## src/rtl/storage_loader.sv

```systemverilog
// storage_loader: copies word_count words from a 1-cycle-latency storage drive into main memory.
// Optional running checksum output enabled by defining STORAGE_LOADER_CHECKSUM_EN.
module storage_loader #(
  parameter int DW             = 32,
  parameter int ADDR_WIDTH     = 14,
  parameter int MEM_ADDR_WIDTH = 16
) (
  input  logic                      clock,
  input  logic                      reset,
  input  logic                      start,
  input  logic [ADDR_WIDTH-1:0]     src_base,
  input  logic [MEM_ADDR_WIDTH-1:0] dst_base,
  input  logic [ADDR_WIDTH:0]       word_count,
  output logic [ADDR_WIDTH-1:0]     hd_address,
  input  logic [DW-1:0]             hd_data,
  output logic [MEM_ADDR_WIDTH-1:0] mem_address,
  output logic [DW-1:0]             mem_data,
  output logic                      mem_write_enable,
  output logic                      busy,
  output logic                      done
`ifdef STORAGE_LOADER_CHECKSUM_EN
  ,
  output logic [DW-1:0]             checksum
`endif
);
  typedef enum logic [1:0] {IDLE, FETCH, STORE, DONE} state_t;
  localparam logic [ADDR_WIDTH:0] MAX_CNT = {1'b1, {ADDR_WIDTH{1'b0}}};
  state_t state_q, state_d;
  logic [ADDR_WIDTH-1:0] src_q, src_d;
  logic [MEM_ADDR_WIDTH-1:0] dst_q, dst_d;
  logic [ADDR_WIDTH:0] cnt_q, cnt_d, idx_q, idx_d, cnt_clamped;
  assign cnt_clamped = (word_count > MAX_CNT) ? MAX_CNT : word_count;
  always_ff @(posedge clock) begin
    if (reset) begin
      state_q <= IDLE;
      src_q   <= '0;
      dst_q   <= '0;
      cnt_q   <= '0;
      idx_q   <= '0;
    end else begin
      state_q <= state_d;
      src_q   <= src_d;
      dst_q   <= dst_d;
      cnt_q   <= cnt_d;
      idx_q   <= idx_d;
    end
  end
  always_comb begin
    state_d = state_q;
    src_d   = src_q;
    dst_d   = dst_q;
    cnt_d   = cnt_q;
    idx_d   = idx_q;
    case (state_q)
      IDLE: if (start) begin
        src_d   = src_base;
        dst_d   = dst_base;
        cnt_d   = cnt_clamped;
        idx_d   = '0;
        state_d = (cnt_clamped == '0) ? DONE : FETCH;
      end
      FETCH: state_d = STORE;
      STORE: begin
        idx_d   = idx_q + 1'b1;
        state_d = (idx_q == cnt_q - 1'b1) ? DONE : FETCH;
      end
      default: state_d = IDLE;
    endcase
  end
  // Address held through FETCH and STORE so the drive's registered output lines up with the write.
  assign busy             = (state_q == FETCH) || (state_q == STORE);
  assign done             = (state_q == DONE);
  assign mem_write_enable = (state_q == STORE);
  assign hd_address       = busy ? src_q + idx_q[ADDR_WIDTH-1:0] : '0;
  assign mem_address      = mem_write_enable ? dst_q + MEM_ADDR_WIDTH'(idx_q) : '0;
  assign mem_data         = mem_write_enable ? hd_data : '0;
`ifdef STORAGE_LOADER_CHECKSUM_EN
  logic [DW-1:0] sum_q, sum_d;
  always_ff @(posedge clock) begin
    if (reset) sum_q <= '0;
    else sum_q <= sum_d;
  end
  always_comb begin
    sum_d = sum_q;
    if (state_q == IDLE && start) sum_d = '0;
    else if (state_q == STORE) sum_d = sum_q + hd_data;
  end
  assign checksum = sum_q;
`endif
endmodule

```

## config.mk

```make
export PLATFORM = sky130hd
export DESIGN_NAME = storage_loader
export DESIGN_NICKNAME = d
export VERILOG_FILES = /design/src/rtl/storage_loader.sv
export SDC_FILE = /design/constraint.sdc
export NUM_CORES = 1
export LEC_CHECK = 0
export ABC_AREA = 1
export CORE_UTILIZATION = 45
export DETAILED_ROUTE_END_ITERATION = 8
export GPL_ROUTABILITY_DRIVEN = 1
export PLACE_DENSITY = 0.75
export SKIP_CTS_REPAIR_TIMING = 1
export SLEW_MARGIN = 20
export SYNTH_ARGS = -nofsm -noshare
export SYNTH_HDL_FRONTEND = slang
export SYNTH_SLANG_ARGS = --single-unit
```

## constraint.sdc

```tcl
create_clock -name clock -period 3.1 [get_ports clock]
set_clock_uncertainty 0.1 [all_clocks]
set_input_delay 0.62 -clock clock [delete_from_list [all_inputs] [get_ports clock]]
set_output_delay 0.62 -clock clock [all_outputs]
set_load 0.02 [all_outputs]
```

==> results of run 1 <==
## kinds of logic (layout without fill, tap and decap cells)
logic type	Yosys count	in the layout
simple gates	353	353
xor+xnor	12	12
buf+inv	125	301
flops	62	62
compound gates	169	169
fa+ha+maj	37	37
## power by group through the flow
stage / clock (mW) / sequential (mW) / combinational (mW)
3_3_place_gp: 0 / 0.923 / 0.706
2_1_floorplan: 0 / 0.910 / 0.448
6_report: 0.630 / 0.910 / 0.733
4_1_cts: 0.639 / 0.908 / 0.723
3_5_place_dp: 0 / 0.926 / 0.719
5_1_grt: 0.680 / 0.917 / 0.819
## worst max-delay path: cells and delay by family, from the launching register on
family,cells,cell delay [ns]
AND/OR/NAND/NOR,2,0.23
AO/OA/AOI/OAI,1,0.18
adder cells (fa/ha/maj),2,0.55
buffers and inverters,1,0.63
flip-flops,1,0.34
## layout make-up
class,instances,share of cell area (%)
well taps,136,2.50
clock buffers,12,2.13
clock inverters,4,0.331
multi-input cells,571,45.7
repair buffers,185,25.6
inverters,100,5.51
flip-flops and latches,62,18.3
## synth_stat cells, drive strengths merged
master,number
o21bai,2
a31o,1
clkbuf,20
a21oi,69
nor3b,1
a21o,3
o211ai,1
a21boi,1
xor2,7
o21a,2
nand4,7
clkinv,1
nand2,163
a221oi,1
nand3,41
nor4,4
fa,2
xnor2,5
nand3b,2
and3,1
inv,99
nor3,7
dfxtp,62
buf,5
ha,35
a31oi,1
o2111ai,1
or2,1
nor2,126
a211oi,15
o21ai,72
## flip-flops by register name (all words and copies together) (netlist names)
name,count
dst_q,16
cnt_q,15
idx_q,15
src_q,14
state_q,2
## per-layer routing
metal,vias up,GRT usage [%]
met5,-,0
met2,193,46.4
met4,0,9.15
li1,2810,-
met1,2417,33.2
met3,19,4.30
## metrics by stage
stage	hold WS, ns	instances	setup WS [ns]	cell area (µm²)	util (%)
after detailed placement	0.381	1054	-0.105	6560	63.8
after floorplan	0.350	758	0.324	4730	-
after CTS	0.395	1070	-0.479	6720	65.4
final	0.396	1070	0.119	6810	66.3
after global routing	0.416	1070	-0.0102	6810	66.3
after global placement	0.370	1054	-0.0157	6560	63.8
## final timing paths
check             cells past startpoint                     from                      to  slack (ns)
hold reg to reg                       2    src_q[9]$_SDFFE_PP0P_   src_q[9]$_SDFFE_PP0P_        0.40
hold / removal                        2    src_q[9]$_SDFFE_PP0P_   src_q[9]$_SDFFE_PP0P_        0.40
setup reg to reg                     13  state_q[0]$_SDFFE_PP0P_  idx_q[13]$_SDFFE_PP0P_        0.70
setup / recovery                      6    idx_q[0]$_SDFFE_PP0P_          mem_address[4]        0.12
==> impl_metrics.ini, run 1 <==
[outcome]
status = finished, final reports clean

[yosys]
syn_area_per_cell_um2 = 6.25
synth_seq_cells = 62
synth_top_cell_by_area = dfxtp_1
yosys.area_share.adder_pct = 10.1
synthesis.area_um2 = 4730
synth_cell_types = 43
synth_seq_area_share_pct = 26.2
synthMuxAreaShare_pct = 0
synth-simple-area-share_pct = 31.7
synth-compound-area-share_pct = 19.7
syn-num-nets = 875
synth_top_area_share_pct = 26.2
synth_top_family_by_area = simple AND/OR/NAND/NOR gates
synth_xor_area_share_pct = 2.22
synth_cells = 758
ys_warn_count = 0
netlist_top_cells_area = dfxtp_1, nand2_1, nor2_1, ha_1, inv_1

[power]
leakagePower_nw = 3.46
swShare_pct = 34.5
p_per_area_nw_per_um2 = 334
p_switching_mw = 0.785
clkPwrFrac_pct = 27.7
seq_power_share_pct = 40.0
report.power.total_mw = 2.27
ir_worst_vdd_mv = 0.169
p_int_mw = 1.49
comb_power_share_pct = 32.2

[cells_and_area]
final_nets = 1046
n_antenna_cell = 0
final_common_cell = nand2_1
final_cell_mix = nand2_1, clkdlybuf4s50_1, nor2_1
multi_input_area_um2 = 3110
drive_gt1_share_pct = 11.6
nFillCells = 950
seqCellArea_um2 = 1250
area_growth_pct = 43.9

[clock_network]
cts.clk_slew.worst_paths_ns = 0.07
max-clock-path-buffers = 2
clockRootBuffer = clkbuf_8
clkLatencyLatePin_ns = 0.34
cts_tree = yes
cts.sinks = 62
cts_buffers = 9
h-tree-depth = 3

[global_route]
grt_max_degree = 59
grt_pass1_wl_um = 23500
grt_usage_pct = 26.6
grt_pass1_vias = 5046
grt_overflow_total = 0
antenna_found_initial = 0

[critical_path]
path_class = flip-flop to output port
critPathMaxStageDelay_ns = 0.63
end_kind = output port
worstPathMaxFanout = 4
worst-endpoint-arrival_ns = 2.26
critPathSlowestCell = clkdlybuf4s50_1
startpoint_type = flip-flop
critPathRequiredTime_ns = 2.38
crit_chain = ha_2, fa_2, nand3_1, nand3_2, a21oi_1, clkdlybuf4s50_1

[sta]
hold_viol = 0
worstMarginPinSlew_ns = 0.550
tns_ns = 0
setup_viol = 0
fmaxAchievable_ghz = 0.335
slew_viol_final = 0
rsz0062_at_grt = yes
min_period_ns = 2.98
slew_headroom_pct = 63.3
finalCritPeriodShare_pct = 96.2

[floorplan]
die_y_um = 105
die_area_um2 = 10900
core_um2 = 10300
io_pins = 145
row_count = 37
start_util_pct = 46.1
die_w_um = 105

[route]
ant_nets = 0
dr_wl_met2_um = 6950
drt_iter0_markers = 199
wl_um = 14600
drc_errors = 0
dr_wl_met3_um = 918
top_layer = met4
via_count = 5439
wl_met1_um = 6530
vias_per_cell = 5.08
drtPass1Iterations = 4
wl_per_cell_um = 13.7

[placement]
numPortBuffers = 144
gp_congestion = 0.869
place_hpwl_um = 11500

[flow_run]
max-cap-violations = 0

[min_path]
hold_class = flip-flop to flip-flop
Note: power is estimated with default switching activity, not from simulation.
==> run 2, diff against run 1 <==
--- a/config.mk
+++ b/config.mk
@@ -6,12 +6,11 @@
 export NUM_CORES = 1
 export LEC_CHECK = 0
 export ABC_AREA = 1
-export CORE_UTILIZATION = 45
+export CORE_UTILIZATION = 43
 export DETAILED_ROUTE_END_ITERATION = 8
 export GPL_ROUTABILITY_DRIVEN = 1
 export PLACE_DENSITY = 0.75
 export SKIP_CTS_REPAIR_TIMING = 1
-export SLEW_MARGIN = 20
 export SYNTH_ARGS = -nofsm -noshare
 export SYNTH_HDL_FRONTEND = slang
 export SYNTH_SLANG_ARGS = --single-unit
==> constraint.sdc (replaced) <==
create_clock -name clock -period 2.5 [get_ports clock]
set_clock_uncertainty 0.1 [all_clocks]
set_input_delay 0.5 -clock clock [delete_from_list [all_inputs] [get_ports clock]]
set_output_delay 0.5 -clock clock [all_outputs]
set_load 0.02 [all_outputs]
==> run 2 against run 1 <==
- register-to-register slack lost 0.47 ns
- utilization grew 8.6 points
- global-route usage rose by 0.43 points
- non-clock buffer count up 51
- via count up 5.6%
- the run now ends with negative setup slack left
- critical endpoint is now hd_address[10]
- setup slack lost 0.48 ns
- wire length up 11%
- clock-buffer cell count unchanged
==> impl_metrics.ini, run 2 (synthesized netlist as in run 1, its figures left out) <==
[outcome]
status = finished with violations
violations = negative setup slack

[critical_path]
end_kind = output port
startpoint_type = flip-flop
path_class = flip-flop to output port
critPathRequiredTime_ns = 1.90
worstPathMaxFanout = 3
r2r_cells = 14
worst-endpoint-arrival_ns = 2.26

[power]
p_per_area_nw_per_um2 = 390
comb_power_share_pct = 34.3
report.power.total_mw = 3.07
seq_power_share_pct = 37.1
p_int_mw = 1.99
ir_worst_vdd_mv = 0.279
clkPwrFrac_pct = 28.6
swShare_pct = 35.1
p_switching_mw = 1.08
leakagePower_nw = 4.32

[placement]
numPortBuffers = 144
place_hpwl_um = 12000
gp_congestion = 0.928
dp.cells = 1099
post-place-ws_ns = -0.568

[min_path]
hold_class = flip-flop to flip-flop
hold_depth = 2

[cells_and_area]
n_antenna_cell = 0
drive_gt1_share_pct = 26.1
largest_reg_flops = 16
seqCellArea_um2 = 1280
final_nets = 1097
top_register = dst_q
reg_top3 = dst_q x16, cnt_q x15, idx_q x15
final_common_cell = nand2_1
area_growth_pct = 66.3
final_cell_mix = nand2_1, nor2_1, buf_4
multi_input_area_um2 = 3600
fin_cells = 1121
nFillCells = 829

[route]
drtPass1Iterations = 5
via_count = 5746
wl_per_cell_um = 14.5
wl_um = 16200
drt_iter0_markers = 258
drc_errors = 0
vias_per_cell = 5.13
ant_nets = 0

[sta]
rsz0062_at_grt = yes
finalCritPeriodShare_pct = 115
fmaxAchievable_ghz = 0.349
slew_viol_final = 0
worstMarginPinSlew_ns = 0.629
slew_headroom_pct = 58.0
tns_ns = -4.19
min_period_ns = 2.86
worst_slack_ns = -0.365
setup_viol = 21
hold_viol = 0

[flow_run]
max-cap-violations = 0

[global_route]
grt_pass1_wl_um = 24300
grt_usage_pct = 27.0
use_met1_pct = 32.3
grt_pass1_vias = 5391
grt_max_degree = 59
grt_overflow_total = 0
gr-usage-met3_pct = 4.38
grt-busiest-layer = met2
antenna_found_initial = 0
use_met2_pct = 48.2

[clock_network]
clockRootBuffer = clkbuf_8
cts_buffers = 9
cts_tree = yes
max-clock-path-buffers = 2
h-tree-depth = 3
cts.sinks = 62
clkLatencyLatePin_ns = 0.36
cts.clk_slew.worst_paths_ns = 0.07

[floorplan]
core_um2 = 10500
row_count = 37
die_area_um2 = 11400
start_util_pct = 45.1
io_pins = 145
die_w_um = 107
die_y_um = 107
[run 2: cell count changes in the layout (fill, tap and decap cells not counted), moves of 11 or more]
cell / delta
dfxtp_1: -13
buf_6: +11
dlymetal6s2s_1: +29
buf_4: +55
o21ai_0: -16
a21oi_1: -13
ha_4: +19
ha_1: -18
clkdlybuf4s50_1: -43
[run 2: power by group through the flow]
stage / Sequential [mW] / Combinational (mW) / Clock, mW
after floorplan: 1.13 / 0.559 / 0
after global placement: 1.14 / 0.942 / 0
after detailed placement: 1.15 / 0.967 / 0
after CTS: 1.12 / 0.973 / 0.893
after global routing: 1.15 / 1.16 / 0.934
final: 1.14 / 1.05 / 0.877
[run 2: cell type report]
| type | count | share of cell area (%) |
|---|---|---|
| sequential | 62 | 16.2 |
| timing repair buffer | 236 | 28.6 |
| multi-input combinational | 571 | 45.8 |
| clock inverter | 4 | 0.381 |
| tap | 136 | 2.16 |
| clock buffer | 12 | 2.10 |
| inverter | 100 | 4.77 |
[run 2: path summary, 6_finish.rpt]
path                                start                endpoint  slack [ns]
setup reg to reg  state_q[0]$_SDFFE_PP0P_  idx_q[13]$_SDFFE_PP0P_        0.23
hold reg to reg    dst_q[12]$_SDFFE_PP0P_  dst_q[12]$_SDFFE_PP0P_        0.40
hold / removal     dst_q[12]$_SDFFE_PP0P_  dst_q[12]$_SDFFE_PP0P_        0.40
setup / recovery    idx_q[0]$_SDFFE_PP0P_          hd_address[10]       -0.36
[run 2: per-stage QoR]
step	area (µm²)	utilization [%]	hold slack, ns
after floorplan	4750	-	0.350
after global placement	6950	66.1	0.372
after detailed placement	6950	66.1	0.382
after CTS	7140	68.0	0.397
after global routing	7870	74.9	0.429
final	7870	74.9	0.398
[run 2: worst max-delay path, stage by stage, from the launching register on]
cell and delay (ns):
dfxtp_4 0.37, ha_4 0.16, fa_2 0.35, nand3_2 0.07, nand2_2 0.06, nand2_1 0.07, nand2_1 0.06, a21oi_2 0.19
o21ai_2 0.08, nand3_1 0.07, nand2_1 0.07, nand2_1 0.08, nand2_2 0.06, nor2_4 0.10, buf_6 0.12
[run 2: metal layers]
layer | wire [µm] | vias to the layer above
met5 | 0 | -
met4 | 287 | 0
met3 | 1080 | 29
met2 | 8080 | 200
met1 | 6790 | 2594
li1 | - | 2923
